### src/rtl/reg_write_scoreboard.sv
// Pending-register-write scoreboard: per-register in-flight counters fed by
// ID issue, WB commit and squash events, with a combinational RAW hazard query.
module reg_write_scoreboard #(
    parameter int NUM_REGS  = 16,
    parameter int REG_W     = 4,
    parameter int CNT_W     = 2,
    parameter int WB_BYPASS = 1
) (
    input  logic                     clk,
    input  logic                     rst,
    input  logic                     issue_valid,
    input  logic                     issue_wb_en,
    input  logic [REG_W-1:0]         issue_dest,
    input  logic                     kill_valid,
    input  logic [REG_W-1:0]         kill_dest,
    input  logic                     wb_valid,
    input  logic [REG_W-1:0]         wb_dest,
    input  logic [REG_W-1:0]         src1,
    input  logic [REG_W-1:0]         src2,
    input  logic                     two_src,
    output logic                     hazard,
    output logic [NUM_REGS-1:0]      busy_mask,
    output logic [REG_W+CNT_W-1:0]   inflight_total,
    output logic                     sb_error
);

    localparam int CNT_MAX = (1 << CNT_W) - 1;
    localparam int TOT_W   = REG_W + CNT_W;

    logic [CNT_W-1:0]    count_q [NUM_REGS];
    logic [CNT_W-1:0]    count_d [NUM_REGS];
    logic [NUM_REGS-1:0] busy_q, busy_d;
    logic [TOT_W-1:0]    total_q, total_d;
    logic                err_q, err_d;
    logic                issue_ev_s, issue_ok_s, kill_ok_s, wb_ok_s;
    logic                range_err_s, sat_err_s;
    logic                pend1_s, pend2_s;
    int                  nxt_v;

    // A register still counts as pending unless its last write commits this very cycle.
    function automatic logic pend_f(input logic [CNT_W-1:0] cnt,
                                    input logic [REG_W-1:0] idx,
                                    input logic             wbv,
                                    input logic [REG_W-1:0] wbd);
        return (cnt != CNT_W'(0)) &&
               !((WB_BYPASS != 0) && wbv && (wbd == idx) && (cnt == CNT_W'(1)));
    endfunction

    // Qualify events and flag any destination outside the tracked register range.
    always_comb begin
        issue_ev_s  = issue_valid & issue_wb_en;
        issue_ok_s  = issue_ev_s && (int'(issue_dest) < NUM_REGS);
        kill_ok_s   = kill_valid && (int'(kill_dest) < NUM_REGS);
        wb_ok_s     = wb_valid && (int'(wb_dest) < NUM_REGS);
        range_err_s = (issue_ev_s && !issue_ok_s) ||
                      (kill_valid && !kill_ok_s) ||
                      (wb_valid && !wb_ok_s);
    end

    // Net per-register update with saturation at both ends, plus the derived summaries.
    always_comb begin
        sat_err_s = 1'b0;
        busy_d    = '0;
        total_d   = '0;
        nxt_v     = 0;
        for (int r = 0; r < NUM_REGS; r++) begin
            nxt_v = int'(count_q[r])
                  + ((issue_ok_s && (int'(issue_dest) == r)) ? 1 : 0)
                  - ((kill_ok_s  && (int'(kill_dest)  == r)) ? 1 : 0)
                  - ((wb_ok_s    && (int'(wb_dest)    == r)) ? 1 : 0);
            if (nxt_v > CNT_MAX) begin
                count_d[r] = CNT_W'(CNT_MAX);
                sat_err_s  = 1'b1;
            end else if (nxt_v < 0) begin
                count_d[r] = CNT_W'(0);
                sat_err_s  = 1'b1;
            end else begin
                count_d[r] = CNT_W'(nxt_v);
            end
            busy_d[r] = (count_d[r] != CNT_W'(0));
            total_d   = total_d + TOT_W'(count_d[r]);
        end
        err_d = err_q | sat_err_s | range_err_s;
    end

    // State registers; the error flag is sticky until reset.
    always_ff @(posedge clk or posedge rst) begin
        if (rst) begin
            for (int r = 0; r < NUM_REGS; r++) begin
                count_q[r] <= CNT_W'(0);
            end
            busy_q  <= '0;
            total_q <= '0;
            err_q   <= 1'b0;
        end else begin
            for (int r = 0; r < NUM_REGS; r++) begin
                count_q[r] <= count_d[r];
            end
            busy_q  <= busy_d;
            total_q <= total_d;
            err_q   <= err_d;
        end
    end

    // Out-of-range sources never stall.
    always_comb begin
        if (int'(src1) < NUM_REGS) begin
            pend1_s = pend_f(count_q[src1], src1, wb_valid, wb_dest);
        end else begin
            pend1_s = 1'b0;
        end
        if (int'(src2) < NUM_REGS) begin
            pend2_s = pend_f(count_q[src2], src2, wb_valid, wb_dest);
        end else begin
            pend2_s = 1'b0;
        end
        hazard = !rst && (pend1_s || (two_src && pend2_s));
    end

    assign busy_mask      = busy_q;
    assign inflight_total = total_q;
    assign sb_error       = err_q;

endmodule
### config.mk
export PLATFORM = sky130hd
export DESIGN_NAME = reg_write_scoreboard
export DESIGN_NICKNAME = d
export VERILOG_FILES = /design/src/rtl/reg_write_scoreboard.sv
export SDC_FILE = /design/constraint.sdc
export NUM_CORES = 1
export LEC_CHECK = 0
export ABC_AREA = 0
export BUFFER_PORTS_ARGS = -buffer_cell sky130_fd_sc_hd__buf_2
export CAP_MARGIN = 10
export CORE_ASPECT_RATIO = 1.25
export CORE_MARGIN = 3
export CORE_UTILIZATION = 35
export DETAILED_ROUTE_END_ITERATION = 8
export GPL_ROUTABILITY_DRIVEN = 1
export PLACE_DENSITY = 0.57
export SLEW_MARGIN = 0
export SYNTH_ARGS = -nofsm -noshare
export SYNTH_HDL_FRONTEND = slang
export SYNTH_SLANG_ARGS = --single-unit
### constraint.sdc
create_clock -name clk -period 5.5 [get_ports clk]
set_input_delay 0 -clock clk [delete_from_list [all_inputs] [get_ports clk]]
set_output_delay 0 -clock clk [all_outputs]
set_load 0.02 [all_outputs]
Word level (Yosys, flattened, before mapping)
Cells that the tools add are included.
{"block": "classes", "addsub": 63, "magnitude_cmp": 34, "eq_ne": 49, "muxes": 118, "n_bitwise": 4, "reduce_logical": 81}
{"operator": "$eq 4x4->1 const B", "n": 24}
{"operator": "$gt 5x3->1 const B", "n": 16}
{"operator": "$lt 5x1->1 const B", "n": 16}
{"operator": "$mux 1", "n": 80}
{"operator": "$sub 4x2->5", "n": 16}
{"operator": "$mux 2", "n": 36}
{"operator": "$add 6x2->6", "n": 11}
{"operator": "$sub 3x1->4", "n": 16}
{"operator": "$logic_and 1x1->1", "n": 56}
{"operator": "$add 2x1->3", "n": 16}
{"operator": "$eq 4x3->1 const B", "n": 12}
{"operator": "$reduce_bool 2->1", "n": 18}
{"operator": "$eq 4x2->1 const B", "n": 6}
{"operator": "$bmux 2 s4", "n": 2}
{"operator": "$eq 4x1->1 const B", "n": 3}
{"operator": "$logic_not 4->1", "n": 3}
{"operator": "$ge 5x5->1 const B", "n": 2}
{"operator": "$not 4->5", "n": 2}
{"operator": "$eq 4x4->1", "n": 2}
{"operator": "$add 5x2->6", "n": 1}
{"operator": "$add 4x2->5", "n": 1}
{"operator": "$add 3x2->4", "n": 1}
{"operator": "$eq 2x1->1 const B", "n": 2}
{"operator": "$add 2x2->3", "n": 1}
{"operator": "4 further kinds", "n": 6}
{"block": "word_totals", "reg_bits": 55, "input_bits": 27, "out_inout_bits": 24, "elab_cells": 368}

Depth between registers and ports, before layout
{"block": "logic_depth", "depth_word": 40, "ltp_mapped": 26, "ltp_nobuf": 26}

Worst setup path after synthesis
Ideal clock, no wire load.
{"block": "synth_path", "kind": "input-to-reg", "startpoint": "in issue_valid", "endpoint": "reg total_q[5] (netlist: inflight_total[5])", "setup_ns": 0.066, "t_arrival_ns": 5.700, "t_required_ns": 5.434, "setup_slack_ns": -0.266, "cell_stages": 22, "n_path_buf": 0, "cell_sequence": "nand2_1 nor3b_1 nand2_1 ha_1 inv_1 ha_1 fa_1 inv_1 ha_1 o21a_1 a211oi_1 fa_1 fa_1 fa_1 fa_1 fa_1 ha_1 inv_1 fa_1 nor2b_1 o21ai_0 nand2b_1"}
{"item": "start, declared", "line_no": "11", "rtl": "input logic issue_valid,"}
{"item": "end signal, assigned", "line_no": "100", "rtl": "total_q <= total_d;"}
{"item": "end, declared", "line_no": "33", "rtl": "logic [TOT_W-1:0] total_q, total_d;"}

==> impl_results.md <==
- Die area: 18780 um^2
- Fmax achieved: 183.0 MHz
- DRC Markers: 0
- Critical path origin: issue_dest[2]
- Hold Crit Class: input port to primary output
- Asr flop ratio synth: 1.000
- H-Tree Depth: 2
- Worst rel slew slack: 0.4756
- Setup crit start kind: input port
- Overall global routing resource usage: 0.1903
- Largest net degree at the start of global routing: 56
- Syn avg cell area: 9.462 um^2
- Final min period: 5.464 ns
- First-pass GRT wire length: 27510 um
- Post-Syn Area: 6008 um^2
- Worst-Skew Late Latency: 0.31 ns
- Area Growth Syn to Fin: 30.22%
- CTS tree: built
- Port bufs: 50
- Commonest non-fill, non-tap cell in the layout: inv_1
- Number of global-route vias before repair: 5363
- WP data arrival: 5.66 ns
- Antenna violations before repair: 0
- MaxCap Viol Count: 0
- Crit end category: flop
- ANT cells: 0
- FP Rows: 52
- Nets: 952
- Vias: 5087
- Core area: 16530 um^2
- Critical path required time: 5.70 ns
- EDFF count, synth: 0
- DRT antenna net count: 0
- Initial core utilization: 0.3636
- Syn Inst Count: 635
- Seq cells post-synth: 55
- Library cells used by synthesis: 46
- Mapped Nets: 794
- Filler Cells Inserted: 1574
- Routed wire per std cell: 17.26 um
- CTS Buffer Depth: 2
- Detail Placement HPWL: 14640 um
- Commonest non-fill, non-tap cells in the layout: 119 x inv_1, 106 x buf_4, 76 x ha_1
- Clk sink count: 55
- Top_reg_cell synth: dfrtp_1
- Final setup viols: 0
- Die width: 123.2 um
- Cts bufs inserted: 5
- Drt total wl: 17410 um
- RSZ-0062 raised after global routing: true
- Worst setup margin: 0.03603 ns
- Placer Congestion: 0.9455
- CTS Root Buffer Type: clkbuf_16
- Tightest Pin Transition: 0.7866 ns
- Drt pass-1 iters: 5
- Synth warnings: 0
- Worst clock skew: 0.008036 ns
- Gr ovfl total: 0
- Clk slew on worst S/H paths: 0.08 ns
- DIE HEIGHT: 152.5 um
- DRT iter0 DRCs: 272
- Status: finished clean
- Slew Limit Fails: 0
- Share of post-route cells with drive strength above 1: 0.3279
- Final period util: 0.9934
- Critical path type: input port to flop
- Dpl ws: -0.5389 ns
- Final Hold Viols: 0
- Top-Level Pins: 51
- Critical Path Fanout Max: 4
- Critical hold path startpoint: two_src
- Post-synthesis sequential area ratio: 0.2291
- Vias per Instance: 5.042
- RR Startpoint: count_q[14]$_DFF_PP0_
[cell type report]
type	count	area, um^2	share of cell area
multi-input combinational	441	4410	0.5637
sequential	55	1376	0.1759
clock buffer	5	125.1	0.01599
clock inverter	2	37.54	0.004798
inverter	132	495.5	0.06333
tap	216	270.3	0.03454
timing repair buffer	158	1109	0.1417
[synth_stat cells, types with 5 or more instances]
| cell type | instances | area [um^2] |
|---|---|---|
| inv_1 | 132 | 495.5 |
| ha_1 | 90 | 1126 |
| dfrtp_1 | 55 | 1376 |
| fa_1 | 42 | 840.8 |
| nor2_1 | 40 | 150.1 |
| nand2_1 | 33 | 123.9 |
| a21oi_1 | 25 | 125.1 |
| o21ai_0 | 23 | 115.1 |
| nand2b_1 | 21 | 131.4 |
| xor2_1 | 19 | 166.4 |
| mux4_2 | 18 | 405.4 |
| a21o_1 | 17 | 127.6 |
| nor2b_1 | 11 | 68.82 |
| nor3_1 | 11 | 55.05 |
| xnor2_1 | 11 | 96.34 |
| a21boi_0 | 8 | 60.06 |
| nand3_1 | 8 | 40.04 |
| and3_1 | 6 | 37.54 |
| a31oi_1 | 5 | 31.28 |
| or2_2 | 5 | 31.28 |
[flip-flops by register name (all words and copies together) (netlist names)]
name	flops
inflight_total	6
count_q	32
sb_error	1
busy_mask	16
[critical path, cell delays in order]
cell	delay, ns
buf_2	0.13
nor2b_1	0.18
buf_4	0.16
nand2_1	0.06
ha_1	0.27
inv_1	0.04
ha_1	0.19
fa_1	0.45
inv_1	0.08
ha_1	0.17
nand2_1	0.05
nand2_1	0.11
buf_4	0.13
a21oi_2	0.03
buf_4	0.15
fa_1	0.50
inv_2	0.05
fa_1	0.53
inv_2	0.05
fa_2	0.57
fa_1	0.43
fa_1	0.50
ha_2	0.19
inv_2	0.04
fa_2	0.34
buf_4	0.15
xnor2_2	0.12
[through the flow]
step | hold slack, ns | std cells | area, um^2 | util | setup TNS (ns)
2_1_floorplan | 0.07686 | 635 | 6040 | - | 0
3_3_place_gp | 0.2840 | 987 | 7226 | 0.4372 | -1.612
3_5_place_dp | 0.2881 | 987 | 7226 | 0.4372 | -1.888
4_1_cts | 0.3897 | 1001 | 7587 | 0.4591 | 0
5_1_grt | 0.4376 | 1009 | 7824 | 0.4734 | -0.4060
6_report | 0.3879 | 1009 | 7824 | 0.4734 | 0
[worst paths after layout]
path	endpoint	slack (ns)	depth (start not counted)
max	inflight_total[3]$_DFF_PP0_	0.04	27
min	hazard	0.39	4
max reg2reg	inflight_total[3]$_DFF_PP0_	0.07	18
min reg2reg	sb_error$_DFF_PP0_	0.66	3
max in group asynchronous	count_q[11]$_DFF_PP0_	4.51	4
min in group asynchronous	count_q[28]$_DFF_PP0_	0.49	4
[repair_timing]
item,4_1_cts,5_1_grt
setup endpoints to repair,4,4
gates resized for setup,41,54
hold endpoints to repair,55,0
setup buffers,6,8
pin swaps,25,19
hold buffers,1,0
[cell families (layout without fill, tap and decap cells)]
group	after synthesis	after routing	share of synthesized area
and+or+nand+nor	153	153	0.1279
muxes	21	21	0.07247
AOI/OAI and AO/OA	105	105	0.1116
buffers and inverters	139	297	0.08788
xor gates and xnor gates	30	30	0.04373
adders and majority gates	132	132	0.3274
DFF	55	55	0.2291
[metal layers]
metal / part of all wire / track usage / vias up
met5: 0 / 0 / -
met4: 0.042 / 0.08232 / 0
met3: 0.035 / 0.02414 / 30
met2: 0.53 / 0.3383 / 125
met1: 0.39 / 0.2262 / 2517
li1: - / - / 2415
Power is not shown: default switching activity piles up to over one toggle a cycle in this logic, so the estimate is an artifact.
